### config.mk
export PLATFORM = sky130hd
export DESIGN_NAME = line_obstacle_sequencer
export DESIGN_NICKNAME = d
export VERILOG_FILES = /design/src/rtl/line_obstacle_sequencer_pkg.sv /design/src/rtl/line_obstacle_sequencer_frame_timer.sv /design/src/rtl/line_obstacle_sequencer.sv
export SDC_FILE = /design/constraint.sdc
export NUM_CORES = 1
export LEC_CHECK = 0
export BUFFER_PORTS_ARGS = -buffer_cell sky130_fd_sc_hd__buf_2
export CAP_MARGIN = 25
export CELL_PAD_IN_SITES_DETAIL_PLACEMENT = 0
export CELL_PAD_IN_SITES_GLOBAL_PLACEMENT = 1
export CORE_MARGIN = 8
export CORE_UTILIZATION = 35
export DETAILED_ROUTE_END_ITERATION = 8
export PLACE_DENSITY_LB_ADDON = 0.05
export SETUP_SLACK_MARGIN = 0.1
export SYNTH_ARGS = -nofsm -noshare
export SYNTH_HDL_FRONTEND = slang
export SYNTH_SLANG_ARGS = --single-unit
### constraint.sdc
create_clock -name i_clk -period 3.85 [get_ports i_clk]
set_input_delay 0.77 -clock i_clk [delete_from_list [all_inputs] [get_ports i_clk]]
set_output_delay 0.77 -clock i_clk [all_outputs]
set_load 0.05 [all_outputs]
### src/rtl/line_obstacle_sequencer_pkg.sv
// Shared constants and state encoding for the Wild Cube line-obstacle sequencer.
// N_LINES is also used by the top level and by the line instances.
package line_obstacle_sequencer_pkg;

    localparam int N_LINES        = 5;
    localparam int STAGGER_FRAMES = 30;
    localparam int FLASH_HALF     = 15;
    localparam int HIT_FRAMES     = 120;
    localparam int ARM_FRAMES     = 2;

    localparam logic [2:0] LIVES         = 3'd3;
    localparam logic [3:0] FLASH_HALF_M1 = 4'(FLASH_HALF - 1);
    localparam logic [7:0] HIT_TERM      = 8'(HIT_FRAMES);
    localparam logic [7:0] ARM_TERM      = 8'(ARM_FRAMES);
    localparam logic [7:0] SCORE_MAX     = 8'd255;

    typedef enum logic [2:0] {
        S_IDLE = 3'd0,
        S_ARM  = 3'd1,
        S_PLAY = 3'd2,
        S_HIT  = 3'd3,
        S_OVER = 3'd4
    } state_t;

endpackage

### src/rtl/line_obstacle_sequencer_frame_timer.sv
// Frame-pulse counter with clear, terminal-count detect and a flash half-period toggle.
// o_done and o_toggle are combinational strobes, valid in the cycle of the counted frame pulse.
module line_obstacle_sequencer_frame_timer
    import line_obstacle_sequencer_pkg::*;
(
    input  logic       i_clk,
    input  logic       i_reset_n,
    input  logic       i_clear,
    input  logic       i_frame,
    input  logic [7:0] i_terminal,
    output logic       o_done,
    output logic       o_toggle
);

    logic [7:0] r_count;
    logic [3:0] r_half;

    assign o_done   = i_frame && (r_count == (i_terminal - 8'd1));
    assign o_toggle = i_frame && (r_half == FLASH_HALF_M1);

    // Clear wins over a coincident frame pulse, so that pulse is never counted.
    always_ff @(posedge i_clk or negedge i_reset_n) begin
        if (!i_reset_n) begin
            r_count <= 8'd0;
            r_half  <= 4'd0;
        end else if (i_clear) begin
            r_count <= 8'd0;
            r_half  <= 4'd0;
        end else if (i_frame) begin
            r_count <= r_count + 8'd1;
            r_half  <= o_toggle ? 4'd0 : r_half + 4'd1;
        end
    end

endmodule

### src/rtl/line_obstacle_sequencer.sv
// Game-flow controller for the moving line obstacles: launch staggering,
// freeze-and-flash on collision, lives and score. All outputs are registered.
module line_obstacle_sequencer
    import line_obstacle_sequencer_pkg::*;
(
    input  logic               i_clk,
    input  logic               i_reset_n,
    input  logic               i_frame,
    input  logic               i_btn_start,
    input  logic               i_collide,
    input  logic               i_lane_pass,
    output logic [N_LINES-1:0] o_start_machine,
    output logic               o_load_counter,
    output logic               o_flash,
    output logic               o_stop,
    output logic [7:0]         o_score,
    output logic [2:0]         o_lives_left,
    output logic [2:0]         o_game_state
);

    state_t             r_state;
    state_t             w_state_next;
    logic               r_btn_q;
    logic [N_LINES-1:0] r_mask;
    logic [7:0]         r_launch;
    logic               r_load;
    logic               r_flash;
    logic               r_stop;
    logic [7:0]         r_score;
    logic [2:0]         r_lives;

    logic               w_btn_rise;
    logic               w_state_change;
    logic [7:0]         w_terminal;
    logic               w_done;
    logic               w_toggle;
    logic               w_launch_inc;
    logic [7:0]         w_launch_next;
    logic [N_LINES-1:0] w_due;

    assign w_btn_rise     = i_btn_start && !r_btn_q;
    assign w_state_change = (w_state_next != r_state);
    assign w_terminal     = (r_state == S_HIT) ? HIT_TERM : ARM_TERM;

    line_obstacle_sequencer_frame_timer u_timer (
        .i_clk      (i_clk),
        .i_reset_n  (i_reset_n),
        .i_clear    (w_state_change),
        .i_frame    (i_frame),
        .i_terminal (w_terminal),
        .o_done     (w_done),
        .o_toggle   (w_toggle)
    );

    always_comb begin
        w_state_next = r_state;
        case (r_state)
            S_IDLE:  if (w_btn_rise) w_state_next = S_ARM;
            S_ARM:   if (w_done) w_state_next = S_PLAY;
            S_PLAY:  if (i_collide) w_state_next = S_HIT;
            S_HIT:   if (w_done) w_state_next = (r_lives == 3'd0) ? S_OVER : S_PLAY;
            S_OVER:  if (w_btn_rise) w_state_next = S_ARM;
            default: w_state_next = S_IDLE;
        endcase
    end

    // Launch count survives HIT and stops advancing once every line is running.
    always_comb begin
        w_launch_inc  = i_frame && (r_state == S_PLAY) && !w_state_change && !(&r_mask);
        w_launch_next = r_launch + {7'd0, w_launch_inc};
        w_due         = '0;
        for (int k = 0; k < N_LINES; k++) begin
            w_due[k] = (w_launch_next >= 8'(k * STAGGER_FRAMES));
        end
    end

    always_ff @(posedge i_clk or negedge i_reset_n) begin
        if (!i_reset_n) begin
            r_state  <= S_IDLE;
            r_btn_q  <= 1'b0;
            r_mask   <= '0;
            r_launch <= 8'd0;
            r_load   <= 1'b1;
            r_flash  <= 1'b1;
            r_stop   <= 1'b0;
            r_score  <= 8'd0;
            r_lives  <= LIVES;
        end else begin
            r_state <= w_state_next;
            r_btn_q <= i_btn_start;
            case (w_state_next)
                S_IDLE: begin
                    r_load  <= 1'b1;
                    r_stop  <= 1'b0;
                    r_flash <= r_flash ^ w_toggle;
                end
                S_ARM: begin
                    r_load   <= 1'b1;
                    r_stop   <= 1'b1;
                    r_flash  <= 1'b1;
                    r_mask   <= '0;
                    r_launch <= 8'd0;
                    if (r_state != S_ARM) begin
                        r_score <= 8'd0;
                        r_lives <= LIVES;
                    end
                end
                S_PLAY: begin
                    r_load   <= 1'b0;
                    r_stop   <= 1'b1;
                    r_flash  <= 1'b1;
                    r_mask   <= r_mask | w_due;
                    r_launch <= w_launch_next;
                    if (r_state == S_PLAY && i_lane_pass && r_score != SCORE_MAX)
                        r_score <= r_score + 8'd1;
                end
                S_HIT: begin
                    r_load <= 1'b0;
                    r_stop <= 1'b0;
                    if (r_state == S_PLAY) begin
                        r_lives <= r_lives - 3'd1;
                        r_flash <= 1'b0;
                    end else begin
                        r_flash <= r_flash ^ w_toggle;
                    end
                end
                S_OVER: begin
                    r_load  <= 1'b1;
                    r_stop  <= 1'b0;
                    r_mask  <= '0;
                    r_flash <= r_flash ^ w_toggle;
                end
                default: begin
                    r_load <= 1'b1;
                    r_stop <= 1'b0;
                end
            endcase
        end
    end

    assign o_start_machine = r_mask;
    assign o_load_counter  = r_load;
    assign o_flash         = r_flash;
    assign o_stop          = r_stop;
    assign o_score         = r_score;
    assign o_lives_left    = r_lives;
    assign o_game_state    = r_state;

endmodule

==> impl_metrics.yaml <==
setup_path:
  critPathBufInv: 2
  worstPathMaxFanout: 5
  ff2ff_setup_slack_ns: 0.62
  max_stage_delay_ns: 0.51
  worst_setup_path_end_kind: "flop"
  r2r-start: "u_timer.r_count[2]"
  cp_slowest_cell: "or4bb_1"
  cp-start-kind: "primary input"
  crit_required_ns: 4.08
  worstPathCellList: "buf_2 -> or4bb_1 -> nor3_1 -> o21ai_0 -> mux2_2 -> nand3_1 -> a311oi_1 -> ha_1 -> ha_1 -> inv_1 -> nand2_1 -> o21ai_0 -> nand3_1 -> a311o_1 -> a21oi_1"
  worstPathArrival_ns: 3.51
  r2r_cells: 14
  crit_family: "simple AND/OR/NAND/NOR gates"
  critPathKind: "in2reg"
  r2r-end: "o_start_machine[2]"
run_status:
  status: "finished, final reports clean"
worst_hold_path:
  min_path_type: "in2async"
route:
  postRouteAntennaNets: 0
  dr.pass1.iters: 4
  vias_per_cell: 5.48
  drtIter0Drc: 84
  drt_wl_total_um: 5850
  drc_errors: 0
  num_vias: 1980
  route.detailed.wl_per_inst_um: 16.2
sta:
  fin_crit_ns: 3.28
  slew_headroom_pct: 49.6
  fmax_mhz: 305
  setup-violations-final: 0
  rsz0062_at_grt: "false"
  finalHoldViolCount: 0
  period_share_pct: 85.2
  fin_worst_skew_ns: 0.00714
  setup-tns-final_ns: 0
  slew_viol_final: 0
  tightest_slew_ns: 0.756
synthesis:
  syn-num-nets: 263
  synth.most_common_cell: "dfrtp_1"
  synthTopCellsByCount: "39 x dfrtp_1, 29 x nand2_1, 23 x nor2_1, 16 x o21ai_0, 13 x nand3_1"
  yosysTopAreaCell: "dfrtp_1"
  synth_edf_count: 0
  ys_seq_area_share_pct: 45.2
  syn_inst: 249
  async_flop_share_pct: 100
  synth.top_cell.area_share_pct: 40.8
  synth_seq_cells: 43
  synth.avg_cell_area_um2: 9.61
  syn-cell-area_um2: 2390
  ys.warnings.count: 0
  synth_area_leaders: "dfrtp_1 41%, nand2_1 4.5%, dfstp_2 4.4%, ha_1 4.2%, nor2_1 3.6%"
  synth.distinct_cells: 58
  ys.flop_type: "dfrtp_1"
clock_tree:
  ctsHoldBuffers: 0
  clkSlewWorstSetupHoldPaths_ns: 0.09
  htree_levels: 2
  cts_setup_buffers: 0
  clock_sinks: 43
  cts_buffers: 5
  cts_tree: "yes"
  cts_resized: 0
  cts_buffer_depth: 2
  insertion_delay_ns: 0.30
  cts-root-buf: "clkbuf_8"
die:
  die_area_um2: 9740
  design.core.area_um2: 6720
  initial_core_util_pct: 35.6
  die_h_um: 98.7
  rows: 30
  io-pin-count: 28
  die-width_um: 98.7
layout:
  design_area_um2: 2720
  drive_above_1_share_pct: 19.2
  syn2layout_area_growth_pct: 13.8
  nets: 294
  diodes: 0
  n_fill_cell: 693
placed_design:
  io_buffers: 27
  hpwl_um: 4250
  globalplace.congestion: 0.831
  dpl-instance-area_um2: 2620
global_routing:
  grt_usage_pct: 12.8
  grt_pass1_wl_um: 10200
  grt_pass1_vias: 2001
  grt_max_degree: 44
  overflow: 0
  antenna_found_initial: 0
power_and_ir_drop:
  p_leak_nw: 1.23
  powerDensity_nw_per_um2: 627
  peakVddDrop_mv: 0.230
run:
  maxCapViolations: 0
==> state kept, by name, indices dropped and copies added (netlist names), 3 cells and up <==
name,flops
o_score,8
r_launch,8
u_timer.r_count,8
o_start_machine,5
u_timer.r_half,4
o_game_state,3
o_lives_left,3
==> worst max-delay path by stage <==
| stage | end | cells after the start | from |
|---|---|---|---|
| after floorplan | o_start_machine[3] | 14 | i_frame |
| after detailed placement | o_start_machine[2] | 15 | i_frame |
| final | o_start_machine[2] | 15 | i_frame |
| after CTS | o_start_machine[2] | 15 | i_frame |
| after global placement | o_start_machine[2] | 15 | i_frame |
| after global routing | o_start_machine[2] | 15 | i_frame |
==> report_power, final <==
part | internal [W] | switching (W) | total, W
Combinational | 0.000225 | 0.000512 | 0.000738
Clock | 0.000128 | 0.000157 | 0.000285
Sequential | 0.000567 | 0.000118 | 0.000685
==> cell usage in the layout, fill, tap and decap left out, types with 4 or more instances in the layout <==
cell type / instances
dfrtp_1: 39
nor2_1: 23
o21ai_0: 16
xnor2_1: 7
nand2_1: 29
clkbuf_8: 5
buf_2: 27
nand3_1: 13
mux2i_1: 6
dfstp_2: 4
a21oi_1: 12
nand4_1: 6
ha_1: 8
inv_1: 7
nand2b_1: 4
xor2_1: 6
nor3_1: 4
==> per-stage QoR <==
step | total power, W | setup WS, ns | util [%] | hold slack, ns | std cells
3_3_place_gp | 0.00145 | 0.284 | 38.9 | 0.495 | 352
3_5_place_dp | 0.00144 | 0.261 | 38.9 | 0.495 | 352
4_1_cts | 0.00173 | 0.564 | 40.1 | 0.520 | 360
5_1_grt | 0.00184 | 0.262 | 40.5 | 0.458 | 361
6_report | 0.00171 | 0.568 | 40.5 | 0.435 | 361
2_1_floorplan | 0.00124 | 0.418 | - | 0.472 | 249
==> cell type report <==
type	instances	area, µm²	share of cell area [%]
Clock buffer	7	76.3	2.80
Clock inverter	1	5.00	0.184
Inverter	8	32.5	1.19
Multi-Input combinational cell	191	1240	45.7
Sequential cell	43	1080	39.7
Tap cell	80	100	3.67
Timing Repair Buffer	31	185	6.80
==> cell families (layout without fill, tap and decap cells) <==
family / after synthesis / in the layout / share of synthesized area (%)
AO/OA/AOI/OAI: 60 / 60 / 17.3
XOR/XNOR: 14 / 14 / 5.44
adder cells (fa/ha/maj): 8 / 8 / 4.18
buffers and inverters: 15 / 47 / 2.88
flip-flops: 43 / 43 / 45.2
multiplexers: 8 / 8 / 3.45
AND/OR/NAND/NOR: 101 / 101 / 21.6
==> per-layer routing <==
layer | GRT usage, % | share of wire, % | routed length (µm)
met5 | 0 | 0 | 0
met1 | 16.6 | 50 | 2940
met2 | 20.6 | 46 | 2710
met4 | 3.90 | 1.2 | 68
met3 | 2.89 | 2.4 | 138
(Power assumes the default switching activity.)
